$ cat config.mk
export PLATFORM = sky130hd
export DESIGN_NAME = heaviside
export DESIGN_NICKNAME = d
export VERILOG_FILES = /design/src/rtl/heaviside.sv
export SDC_FILE = /design/constraint.sdc
export NUM_CORES = 1
export LEC_CHECK = 0
export CAP_MARGIN = 10
export CORE_MARGIN = 3
export CORE_UTILIZATION = 34
export CTS_BUF_LIST = sky130_fd_sc_hd__clkbuf_4
export DETAILED_ROUTE_END_ITERATION = 16
export GPL_ROUTABILITY_DRIVEN = 0
export PLACE_DENSITY = 0.86
export SLEW_MARGIN = 10
export SYNTH_ARGS = -nofsm -noshare
export SYNTH_HDL_FRONTEND = slang
export SYNTH_SLANG_ARGS = --single-unit
$ cat constraint.sdc
create_clock -name clk -period 1.4 [get_ports clk]
set_input_delay 0.28 -clock clk [delete_from_list [all_inputs] [get_ports clk]]
set_output_delay 0.28 -clock clk [all_outputs]
set_load 0.02 [all_outputs]
$ cat src/rtl/heaviside.sv
// Unit-step activation stage.
// Forward: signed Q8.8 argument -> 0xFF when non-negative, 0x00 when negative.
// Backward: error passed straight through as feedback while training is enabled.
// Each path is an independent single-entry output register with stb/rdy handshakes.
module heaviside (
  input  logic        clk,
  input  logic        rst,
  input  logic        en,
  // Forward argument
  input  logic        arg_stb,
  output logic        arg_rdy,
  input  logic [15:0] arg_dat,
  // Forward result
  output logic        res_stb,
  input  logic        res_rdy,
  output logic [7:0]  res_dat,
  // Backward error
  input  logic        err_stb,
  output logic        err_rdy,
  input  logic [15:0] err_dat,
  // Backward feedback
  output logic        fbk_stb,
  input  logic        fbk_rdy,
  output logic [15:0] fbk_dat
);

  typedef enum logic {
    StIdle,
    StFull
  } slot_state_e;

  slot_state_e fwd_state;
  slot_state_e bwd_state;

  logic arg_take;
  logic err_take;

  // Ready depends only on registered state, so there is no rdy-to-rdy comb path.
  always_comb begin
    arg_rdy  = (fwd_state == StIdle);
    err_rdy  = en && (bwd_state == StIdle);
    arg_take = arg_stb && arg_rdy;
    err_take = err_stb && err_rdy;
  end

  // Forward slot: load step value on accept, hold until downstream takes it.
  always_ff @(posedge clk) begin
    if (rst) begin
      fwd_state <= StIdle;
      res_stb   <= 1'b0;
      res_dat   <= 8'h00;
    end else begin
      unique case (fwd_state)
        StIdle: begin
          if (arg_take) begin
            fwd_state <= StFull;
            res_stb   <= 1'b1;
            // Zero is non-negative, so only the sign bit matters.
            res_dat   <= arg_dat[15] ? 8'h00 : 8'hFF;
          end
        end
        StFull: begin
          if (res_rdy) begin
            fwd_state <= StIdle;
            res_stb   <= 1'b0;
          end
        end
        default: begin
          fwd_state <= StIdle;
          res_stb   <= 1'b0;
        end
      endcase
    end
  end

  // Backward slot: straight-through copy of the error. A pending feedback is
  // delivered even if en drops, since en only gates acceptance.
  always_ff @(posedge clk) begin
    if (rst) begin
      bwd_state <= StIdle;
      fbk_stb   <= 1'b0;
      fbk_dat   <= 16'h0000;
    end else begin
      unique case (bwd_state)
        StIdle: begin
          if (err_take) begin
            bwd_state <= StFull;
            fbk_stb   <= 1'b1;
            fbk_dat   <= err_dat;
          end
        end
        StFull: begin
          if (fbk_rdy) begin
            bwd_state <= StIdle;
            fbk_stb   <= 1'b0;
          end
        end
        default: begin
          bwd_state <= StIdle;
          fbk_stb   <= 1'b0;
        end
      endcase
    end
  end

endmodule

==> flow_metrics.tcl <==
set metrics [dict create \
    setup_viol_count_final 0 \
    fp.dieH_um 59.9 \
    drive_gt1_frac 0.104 \
    syn_area_um2 988 \
    end_kind "primary output" \
    antenna_found_initial 0 \
    dpl_cell_area_um2 1480 \
    grt_pass1_vias 842 \
    cp_max_fo 3 \
    wl_mm 2.19 \
    io_pins 67 \
    num_vias 818 \
    p_per_area_nw_per_um2 849 \
    cts_resized 38 \
    ant_nets 0 \
    ff2ff_path_depth 4 \
    avgSynthCellArea_um2 10.1 \
    dr.first_iter.drc_count 6 \
    cpMaxStageDelayCell "clkdlybuf4s50_1" \
    holdBufCountCts 0 \
    status "complete, no violations" \
    cts_tree "yes" \
    final_nets 184 \
    h-tree-depth 1 \
    drtPass1Iterations 3 \
    n_fill_cell 259 \
    vias_per_cell 4.70 \
    grtUsageTotal 0.126 \
    fin_area_um2 1480 \
    fin_util 0.566 \
    syn_to_final_growth_pct 49.6 \
    wl_per_cell_um 12.6 \
    cp-start-kind "primary input" \
    critical_path_class "primary input to primary output" \
    die_area_um2 3590 \
    dp_hpwl_mm 1.72 \
    holdPathStages 2 \
    slew_viol_final 0 \
    peakVddDrop_uv 555 \
    synth_cells 98 \
    port_buffers 51 \
    final.min_clock_period_ns 1.36 \
    grt_pass1_wl_mm 3.49 \
    clkTransAtPathRegs_ns 0.11 \
    r2r-start "bwd_state" \
    yosys_warnings 0 \
    start_util 0.378 \
    max_freq_mhz 733 \
    clk_path_buf_depth 2 \
    ys_types 16 \
    hold_path_end "fbk_dat[11]" \
    hold_violations 0 \
    cts.sink_count 21 \
    crit_chain "clkdlybuf4s50_1 -> and2b_2 -> buf_2" \
    synth_fp_nets 137 \
    cts_buffers 3 \
    crit-reg2reg-capture "fbk_dat[4]" \
    clkLatencyLatePin_ns 0.30 \
    r2r_slack_ns 0.25 \
    diodes 0 \
    rsz0062_at_grt "no" \
    fin_crit_sh 0.974 \
    hp-class "flip-flop to flip-flop" \
    grt_remaining_overflow 0 \
    die_w_um 59.9 \
    worstMarginPinSlew_ns 0.226 \
    cts_root_buffer "clkbuf_4" \
    power_leakage_nw 0.657 \
    core_area_um2 2610 \
    required_ns 1.12 \
    ys_ff_latch 21 \
    cts_setup_buffers 0 \
    clock_skew_ns 0.00601 \
    critical-path-max-stage-delay_ns 0.44 \
    worst-endpoint-arrival_ns 1.08 \
    drcViolationCount 0 \
    holdCritStartpoint "fbk_dat[11]" \
    timing.slew.headroom 0.850 \
    maxCapViolations 0 \
    num_rows 18 \
    yosysSeqAreaShare 0.425 \
    grt_max_degree 25 \
]
## cell usage after synthesis
cell type,instances,area share
mux2i_1,16,0.16
a211oi_1,2,0.015
buf_4,7,0.053
a21oi_1,3,0.015
nand2b_1,33,0.21
buf_12,1,0.020
a21bo_2,2,0.020
buf_6,1,0.011
nand3b_1,1,0.0076
inv_1,2,0.0076
nor2_1,1,0.0038
and3b_1,2,0.018
or2b_1,1,0.0076
dfxtp_1,21,0.43
clkbuf_1,4,0.015
and2b_2,1,0.0089
## cells in the final DEF (no fill, tap or decap)
cell type        netlist  routed
nand2b_1              33      33
clkdlybuf4s50_1        0      23
dlygate4sd2_1          0      22
dfxtp_1               21      19
mux2i_1               16      16
clkdlybuf4s15_1        0       4
a21oi_1                3       3
clkbuf_4               0       3
buf_4                  7       3
inv_1                  2       2
and3b_1                2       2
a211oi_1               2       2
a21bo_2                2       2
dfxtp_2                0       2
and2b_2                1       1
nor2_1                 1       1
nand3b_1               1       1
or2b_1                 1       1
clkinv_2               0       1
buf_2                  0       1
clkdlybuf4s15_2        0       1
buf_12                 1       1
## critical path, delay by kind of cell
| kind | cells | cell delay [ns] |
|---|---|---|
| buffers and inverters | 2 | 0.59 |
| and+or+nand+nor | 1 | 0.21 |
## cell type report
| type | instances | area [um2] | area share |
|---|---|---|---|
| clock buffer | 3 | 22.5 | 0.0152 |
| clock inverter | 1 | 5.00 | 0.00338 |
| inverter | 2 | 7.51 | 0.00508 |
| multi-input combinational | 62 | 462 | 0.312 |
| sequential | 21 | 423 | 0.286 |
| tap | 30 | 37.5 | 0.0254 |
| timing repair buffer | 55 | 522 | 0.353 |
## power breakdown
part / internal [mW] / switching (mW)
registers: 0.633 / 0.0216
logic: 0.170 / 0.144
clock network: 0.106 / 0.180
## flip-flops by register name, indices dropped and copies added (netlist names)
register / flops
fbk_stb: 1
bwd_state: 1
fwd_state: 1
res_stb: 1
res_dat: 1
fbk_dat: 16
## cell families after synthesis
| group | count (synthesis) | share of synthesized area |
|---|---|---|
| buf+inv | 15 | 0.108 |
| simple gates | 39 | 0.254 |
| compound gates | 7 | 0.0506 |
| flops | 21 | 0.425 |
| mux | 16 | 0.162 |
## layer usage
metal / global-route usage / wire, um / vias up
met5: 0 / 0 / -
met4: 0.0380 / 10 / 0
met3: 0.0324 / 183 / 2
met2: 0.231 / 1120 / 27
met1: 0.141 / 875 / 386
li1: - / - / 403
## metrics by stage
stage | TNS [ns] | power (mW) | std cells | hold WS (ns) | worst slack (ns)
after floorplan | 0 | 0.856 | 98 | 0.379 | 0.381
after global placement | -0.535 | 1.01 | 170 | 0.456 | -0.369
after detailed placement | -1.28 | 1.02 | 170 | 0.469 | -0.401
after CTS | 0 | 1.28 | 174 | 0.484 | 0.00734
after global routing | 0 | 1.32 | 174 | 0.511 | 0.00836
final | 0 | 1.26 | 174 | 0.474 | 0.0360
## how the worst max path moves through the flow
| stage | slack [ns] | end | from |
|---|---|---|---|
| floorplan | 0.38 | res_dat[1] | res_dat[4] |
| global placement | -0.37 | err_rdy | en |
| detailed placement | -0.40 | err_rdy | en |
| CTS | 0.007 | arg_rdy | fwd_state |
| global route | 0.008 | res_dat[4] | res_dat[4] |
| finish | 0.04 | err_rdy | en |
(Power assumes the default switching activity.)
